File: config.mk
export PLATFORM = sky130hd
export DESIGN_NAME = alu_flat
export DESIGN_NICKNAME = d
export VERILOG_FILES = /design/src/rtl/rv32i_pkg.sv /design/src/rtl/alu_if.sv /design/src/rtl/alu_branch_cmp.sv /design/src/rtl/alu.sv /design/src/flat_wrapper.sv
export SDC_FILE = /design/constraint.sdc
export NUM_CORES = 1
export LEC_CHECK = 0
export BUFFER_PORTS_ARGS = -buffer_cell sky130_fd_sc_hd__clkbuf_2
export CAP_MARGIN = 20
export CORE_ASPECT_RATIO = 1.1
export CORE_MARGIN = 2
export CORE_UTILIZATION = 48
export DETAILED_ROUTE_END_ITERATION = 8
export PLACE_DENSITY = 0.71
export SETUP_SLACK_MARGIN = 0.4
export SYNTH_ARGS = -nofsm -noshare
export SYNTH_HDL_FRONTEND = slang
export SYNTH_HIERARCHICAL = 1
export SYNTH_SLANG_ARGS = --single-unit
export TNS_END_PERCENT = 100
File: constraint.sdc
create_clock -name vclk -period 12.5
set_input_delay 3.75 -clock vclk [all_inputs]
set_output_delay 3.75 -clock vclk [all_outputs]
set_load 0.01 [all_outputs]
File: src/rtl/rv32i_pkg.sv
// Shared RV32I decode constants: opcodes, funct3 encodings and the funct7 alternate marker.
package rv32i_pkg;

    typedef enum logic [6:0] {
        OP     = 7'b0110011,
        OP_IMM = 7'b0010011,
        LOAD   = 7'b0000011,
        STORE  = 7'b0100011,
        BRANCH = 7'b1100011,
        LUI    = 7'b0110111
    } opcode_e;

    typedef enum logic [2:0] {
        F3_ADD  = 3'b000,
        F3_SLL  = 3'b001,
        F3_SLT  = 3'b010,
        F3_SLTU = 3'b011,
        F3_XOR  = 3'b100,
        F3_SR   = 3'b101,
        F3_OR   = 3'b110,
        F3_AND  = 3'b111
    } alu_f3_e;

    typedef enum logic [2:0] {
        F3_BEQ  = 3'b000,
        F3_BNE  = 3'b001,
        F3_BLT  = 3'b100,
        F3_BGE  = 3'b101,
        F3_BLTU = 3'b110,
        F3_BGEU = 3'b111
    } br_f3_e;

    localparam logic [6:0] FUNCT7_ALT = 7'b0100000;

endpackage

File: src/rtl/alu_if.sv
// Execute-stage bundle between decoder/register file and the ALU.
interface alu_if;

    logic        ALU_source;
    logic [6:0]  opcode;
    logic [2:0]  funct3;
    logic [6:0]  funct7;
    logic [31:0] reg1;
    logic [31:0] reg2;
    logic [31:0] immediate;
    logic [31:0] result;
    logic [31:0] read_address;
    logic [31:0] write_address;
    logic        branch;

    modport master (
        output ALU_source, opcode, funct3, funct7, reg1, reg2, immediate,
        input  result, read_address, write_address, branch
    );

    modport slave (
        input  ALU_source, opcode, funct3, funct7, reg1, reg2, immediate,
        output result, read_address, write_address, branch
    );

endinterface

File: src/rtl/alu_branch_cmp.sv
// Conditional-branch comparator on rs1/rs2; unused funct3 codes never take the branch.
module branch_cmp
    import rv32i_pkg::*;
(
    input  logic [31:0] reg1,
    input  logic [31:0] reg2,
    input  logic [2:0]  funct3,
    output logic        branch
);

    always_comb begin
        branch = 1'b0;
        case (funct3)
            F3_BEQ:  branch = (reg1 == reg2);
            F3_BNE:  branch = (reg1 != reg2);
            F3_BLT:  branch = ($signed(reg1) <  $signed(reg2));
            F3_BGE:  branch = ($signed(reg1) >= $signed(reg2));
            F3_BLTU: branch = (reg1 <  reg2);
            F3_BGEU: branch = (reg1 >= reg2);
            default: branch = 1'b0;
        endcase
    end

endmodule

File: src/rtl/alu.sv
// Combinational RV32I execute-stage ALU: integer result, load/store addresses, branch decision.
module alu
    import rv32i_pkg::*;
(
    input  logic clk,
    input  logic nrst,
    alu_if.slave bus
);

    logic [31:0] op_b;
    logic [4:0]  shamt;
    logic        alt;
    logic        cmp_taken;
    logic [31:0] result;
    logic [31:0] read_address;
    logic [31:0] write_address;

    // clk/nrst exist only for pipeline integration; the block holds no state.
    logic unused_clk_nrst;
    assign unused_clk_nrst = clk ^ nrst;

    assign op_b  = bus.ALU_source ? bus.immediate : bus.reg2;
    assign shamt = op_b[4:0];
    assign alt   = (bus.funct7 == FUNCT7_ALT);

    branch_cmp u_branch_cmp (
        .reg1   (bus.reg1),
        .reg2   (bus.reg2),
        .funct3 (bus.funct3),
        .branch (cmp_taken)
    );

    always_comb begin
        result        = '0;
        read_address  = '0;
        write_address = '0;
        case (bus.opcode)
            OP, OP_IMM: begin
                case (bus.funct3)
                    F3_ADD:  result = alt ? (bus.reg1 - op_b) : (bus.reg1 + op_b);
                    F3_SLL:  result = bus.reg1 << shamt;
                    F3_SLT:  result = {31'b0, ($signed(bus.reg1) < $signed(op_b))};
                    F3_SLTU: result = {31'b0, (bus.reg1 < op_b)};
                    F3_XOR:  result = bus.reg1 ^ op_b;
                    F3_SR:   result = alt ? 32'($signed(bus.reg1) >>> shamt) : (bus.reg1 >> shamt);
                    F3_OR:   result = bus.reg1 | op_b;
                    F3_AND:  result = bus.reg1 & op_b;
                    default: result = '0;
                endcase
            end
            LOAD: begin
                read_address = bus.reg1 + bus.immediate;
                result       = read_address;
            end
            STORE: begin
                write_address = bus.reg1 + bus.immediate;
                result        = write_address;
            end
            LUI:     result = bus.immediate;
            default: result = '0;
        endcase
    end

    assign bus.result        = result;
    assign bus.read_address  = read_address;
    assign bus.write_address = write_address;
    assign bus.branch        = (bus.opcode == BRANCH) ? cmp_taken : 1'b0;

endmodule

File: src/flat_wrapper.sv
// flat-port wrapper written by rule: the top's interface ports become plain ports
module alu_flat import rv32i_pkg::*;
  (clk, nrst, bus_ALU_source, bus_opcode, bus_funct3, bus_funct7, bus_reg1, bus_reg2, bus_immediate, bus_result, bus_read_address, bus_write_address, bus_branch);
  alu_if bus_i ();
  input  logic clk;
  input  logic nrst;
  input wire logic [$bits(bus_i.ALU_source)-1:0] bus_ALU_source;
  input wire logic [$bits(bus_i.opcode)-1:0] bus_opcode;
  input wire logic [$bits(bus_i.funct3)-1:0] bus_funct3;
  input wire logic [$bits(bus_i.funct7)-1:0] bus_funct7;
  input wire logic [$bits(bus_i.reg1)-1:0] bus_reg1;
  input wire logic [$bits(bus_i.reg2)-1:0] bus_reg2;
  input wire logic [$bits(bus_i.immediate)-1:0] bus_immediate;
  output wire logic [$bits(bus_i.result)-1:0] bus_result;
  output wire logic [$bits(bus_i.read_address)-1:0] bus_read_address;
  output wire logic [$bits(bus_i.write_address)-1:0] bus_write_address;
  output wire logic [$bits(bus_i.branch)-1:0] bus_branch;
  assign bus_i.ALU_source = bus_ALU_source;
  assign bus_i.opcode = bus_opcode;
  assign bus_i.funct3 = bus_funct3;
  assign bus_i.funct7 = bus_funct7;
  assign bus_i.reg1 = bus_reg1;
  assign bus_i.reg2 = bus_reg2;
  assign bus_i.immediate = bus_immediate;
  assign bus_result = bus_i.result;
  assign bus_read_address = bus_i.read_address;
  assign bus_write_address = bus_i.write_address;
  assign bus_branch = bus_i.branch;
  alu u_core (.clk(clk), .nrst(nrst), .bus(bus_i));
endmodule
; ---- Word level (Yosys, flattened, before mapping)
; Cells that the tools add are included.
[word_totals]
ff_bits = 0
in_bits = 116
output_inout_bits = 97
elab_cells = 43
[op_classes]
addsub = 3
order_cmp = 6
n_eq_ne = 16
shifts = 3
mux = 9
bitwise = 3
reduce_logical = 3
[op_table]
columns = cell, count
row1 = one-hot mux 32 bit (8 select lines), 1
row2 = 2-to-1 mux 32 bit, 5
row3 = less-than comparator 32 bit, 4
row4 = one-hot mux 32 bit (3 select lines), 1
row5 = adder 32 bit, 2
row6 = greater-or-equal comparator 32 bit, 2
row7 = bitwise AND 32 bit, 1
row8 = equality test 32 bit, 1
row9 = inequality test 32 bit, 1
row10 = OR 32 bit, 1
row11 = << shifter 32 x 5 -> 32 bit, 1
row12 = right shift 32 x 5 -> 32 bit, 1
row13 = >>> shifter 32 x 5 -> 32 bit, 1
row14 = subtractor 32 bit, 1
row15 = XOR 32 bit, 1
row16 = "equality test 7 x 6 -> 1 bit, second input constant", 4
row17 = "equality test 3 bit, second input constant", 4
row18 = "equality test 7 x 2 -> 1 bit, second input constant", 1
row19 = "equality test 7 x 5 -> 1 bit, second input constant", 1
row20 = "equality test 7 bit, second input constant", 1
row21 = "equality test 3 x 2 -> 1 bit, second input constant", 2
row22 = one-hot mux 1 bit (6 select lines), 1
row23 = OR reduction 2 bit, 2
row24 = "equality test 3 x 1 -> 1 bit, second input constant", 1
row25 = other kinds (2), 2

; ---- Depth between registers and ports, before layout
[depth]
ltp_word = 5
mapped_depth = 19
ltp_nobuf = 15

; ---- Modules after synthesis
; Netlist, hierarchy kept.
[by_module_without_submodules]
columns = mod, n_inst, cells_each, area_per_inst_um2, seq_area_each_um2
row1 = alu, 1, 1718, 11322.1, 0.0
row2 = branch_cmp, 1, 130, 955.9, 0.0

; ---- Worst setup path after synthesis
; No wires, ideal clock.
[synth_path]
path_kind = input to output
start = input bus_ALU_source
end = output bus_result[26]
arrival_time_ns = 7.503
required_ns = 8.750
slack_ns = 1.247
cell_stages = 16
n_path_buf = 5
cell_sequence = buf_6 -> buf_2 -> mux2i_1 -> clkbuf_1 -> clkbuf_1 -> ha_1 -> buf_2 -> nor2b_2 -> nor2_1 -> o2111ai_1 -> nand4b_1 -> a211oi_1 -> nor2_1 -> o41ai_1 -> o311ai_0 -> o311ai_1
[synth_between]
elab_chain_len = 5
elab_cells_between_ends = 13
cone_classes = add/sub: 2 / shift: 3 / mux: 5 / bitwise: 3
[synth_rtl]
columns = element, line
row1 = from (decl), flat_wrapper.sv:7  ; input wire logic [$bits(bus_i.ALU_source)-1:0] bus_ALU_source;
row2 = 2-to-1 mux 32 bit (*), alu.sv:22  ; assign op_b = bus.ALU_source ? bus.immediate : bus.reg2;
row3 = adder 32 bit (tied with other cells), alu.sv:40  ; F3_ADD: result = alt ? (bus.reg1 - op_b) : (bus.reg1 + op_b);
row4 = "2-to-1 mux 32 bit, on equally long branches", "alu.sv:40, alu.sv:45"
row5 = one-hot mux 32 bit (8 select lines) (*), alu.sv:39  ; case (bus.funct3)
row6 = one-hot mux 32 bit (3 select lines) (*), alu.sv:37  ; case (bus.opcode)
row7 = to (decl), flat_wrapper.sv:14  ; output wire logic [$bits(bus_i.result)-1:0] bus_result;
; Mark *: on every way between the ends. The rest lies on a longest branch, timed or not.

; ---- Worst setup path in the final report
[layout_path]
start = input bus_ALU_source
end = output bus_result[0]
; Same word-level chain as after synthesis.

==> flow_summary_export.csv <==
group,metric,value,unit
power_and_ir_drop,power_density,50.84,mW/mm^2
layout,nClkBuffers,0,
floorplanning,die_h,171.7,um
sta,rsz0062_at_grt,"no",
power_and_ir_drop,total_power,0.6871,mW
power_and_ir_drop,intPower,0.2443,mW
sta,max_freq,0.08340,GHz
global_route,grt_antenna_before_repair,0,
critical_path,critPathMaxFanout,28,
sta,layout_min_cycle_time,11.99,ns
synthesis,syn-cell-area,0.01228,sq mm
placement,hpwlAfterDp,44.25,mm
sta,maxSlewViolCount,0,
power_and_ir_drop,switching_share,0.6445,
global_route,grt_pass1_vias,13897,
route,vias_per_cell,6.647,
placement,dp_slack,0.7293,ns
min_path,hp-class,"primary input to output port",
synthesis,synthCells,1848,
critical_path,critPathKind,"primary input to output port",
power_and_ir_drop,combPwrFrac,1.000,
critical_path,slowest_stage,"a221oi_1",
sta,fin_crit_sh,0.9593,
power_and_ir_drop,p_clk_frac,0,
placement,portBuffers,211,
outcome,failed_checks,"design-rule violations",
clocking,cts_resized,0,
synthesis,synth_cell_types,98,
synthesis,synth_nets,2127,
global_route,grt_max_degree,60,
route,ant_nets,0,
power_and_ir_drop,seq_power_share,0,
critical_path,worstPathCellList,"clkbuf_2 -> buf_12 -> mux2i_4 -> ha_1 -> nor2b_1 -> o21ai_0 -> o2111ai_1 -> nand4b_1 -> a211oi_1 -> nor2_1 -> a221oi_1 -> a21oi_1 -> o41ai_1 -> buf_4 -> nand2_1 -> clkbuf_2",
global_route,grt_use_total,0.3931,
layout,nFlopsAndLatches,0,
layout,utilization,0.5366,
critical_path,path_delay_family,"compound AO/OA/AOI/OAI gates",
synthesis,synth_warnings,6,
layout,syn_to_final_growth,10.08,%
floorplanning,row_count,61,
critical_path,cp-start-kind,"primary input",
critical_path,crit_path_end_kind,"output port",
layout,diodes,0,
outcome,outcome,"finished with violations",
critical_path,arrival,8.24,ns
critical_path,crit_required,8.75,ns
layout,seq_area,0,sq um
floorplanning,die_w,156.5,um
sta,slew_headroom,0.3645,
floorplanning,dieArea,0.02688,sq mm
sta,worstMarginPinSlew,0.9454,ns
flow_run,cap_violations,0,
critical_path,path_buf_inv,4,
layout,layout-drive-gt1-share,0.1705,
global_route,grt_first_pass_wirelength,81.72,mm
floorplanning,core,0.02519,sq mm
layout,layout.nets,2252,
power_and_ir_drop,power_leakage,6.456,nW
route,drtIter0Drc,1773,
clocking,cts_setup_buffers,0,
route,vias,15195,
global_route,overflow,0,
sta,setup_violations,0,
synthesis,yosysSeqAreaShare,0,
floorplanning,initial_core_util,0.4875,
route,drt_pass1_iterations,8,
sta,hold_ws,7.857,ns
sta,fin_tns_setup,0,ns
clocking,cts_hold_buffers,0,
route,routedWlPerCell,24.22,um
floorplanning,ios,213,
route,drc,1,
route,wl,55.36,mm
synthesis,avgSynthCellArea,6.644,sq um
critical_path,cpPeakStageDelay,0.59,ns
sta,hold_viol_final,0,
power_and_ir_drop,peakVddDrop,0.02863,mV
placement,globalplace.congestion,1.008,
power_and_ir_drop,switchingPower,0.4428,mW
critical_path,crit_top_cell,"clkbuf_2",
sta,setup_slack,0.5090,ns
[logic make-up after synthesis]
| kind of cell | after synthesis | synth area share |
|---|---|---|
| muxes | 153 | 0.1556 |
| adders and majority gates | 163 | 0.1679 |
| xor gates and xnor gates | 51 | 0.03638 |
| and+or+nand+nor | 592 | 0.2190 |
| AOI/OAI and AO/OA | 620 | 0.3307 |
| buffers and inverters | 269 | 0.09039 |
[per-stage QoR]
stage,cells,cell area [sq um]
final,2286,13520
after global routing,2286,13520
after CTS,2285,13500
after detailed placement,2285,13500
after global placement,2285,13500
after floorplan,1848,12280
[placed cells by master, fill, tap and decap left out, types with 11 or more instances in the layout]
cell and n:
a211oi_1 29, mux4_2 25, a22oi_1 12, o22ai_1 11
clkbuf_2 211, nor2_1 204, a221oi_1 11, or3_1 12
nor3_1 37, and3_1 21, nand2b_1 13, buf_4 41
a21o_1 25, a31oi_1 34, nand2_1 195, o211ai_1 53
ha_1 160, mux2i_1 112, xor2_1 12, inv_1 133
nand3_1 42, o221ai_1 21, xnor2_1 39, o21ai_0 142
a21oi_1 168
[power by group through the flow]
stage	Sequential (mW)	Combinational (mW)	Clock, mW
2_1_floorplan	0	0.457	0
3_5_place_dp	0	0.660	0
6_report	0	0.687	0
3_3_place_gp	0	0.656	0
5_1_grt	0	0.734	0
4_1_cts	0	0.663	0
[layout make-up]
cell class,instances,area (sq um)
well taps,315,394.1
fillers,2600,11670
repair buffers,254,1399
multi-input cells,1579,11200
inverters,138,520.5
[layer usage]
metal  wire [um]  GRT usage  share of wire  up-vias
met2       24020     0.6175           0.43      893
met1       23750     0.5454           0.43     7125
met3        5515    0.06299           0.10      131
li1            -          -              -     7046
met5           0          0              0        -
met4        2073     0.1320          0.037        0
[path summary, 6_finish.rpt]
path	startpoint	to	slack, ns	depth (start not counted)
max	bus_ALU_source	bus_result[0]	0.51	16
min	bus_immediate[12]	bus_result[12]	7.86	4
[synthesized netlist by cell type (8+ instances only)]
cell / n / area share
a211oi_1: 29 / 0.018
a21o_1: 25 / 0.015
a21oi_1: 168 / 0.068
a221oi_1: 11 / 0.0078
a22oi_1: 12 / 0.0073
a31oi_1: 34 / 0.017
and3_1: 21 / 0.011
buf_1: 11 / 0.0034
buf_2: 35 / 0.014
clkbuf_1: 74 / 0.023
ha_1: 160 / 0.16
inv_1: 133 / 0.041
mux2_2: 10 / 0.0092
mux2i_1: 114 / 0.093
mux4_2: 25 / 0.046
nand2_1: 195 / 0.060
nand2b_1: 13 / 0.0066
nand3_1: 42 / 0.017
nand4_1: 10 / 0.0051
nor2_1: 205 / 0.063
nor2b_1: 10 / 0.0051
nor3_1: 37 / 0.015
nor4_1: 8 / 0.0041
o211ai_1: 53 / 0.032
o21ai_0: 142 / 0.058
o21bai_1: 10 / 0.0061
o221ai_1: 21 / 0.015
o22ai_1: 11 / 0.0056
o31ai_1: 9 / 0.0055
or3_1: 12 / 0.0061
xnor2_1: 39 / 0.028
xor2_1: 12 / 0.0086
(Power assumes the default switching activity.)
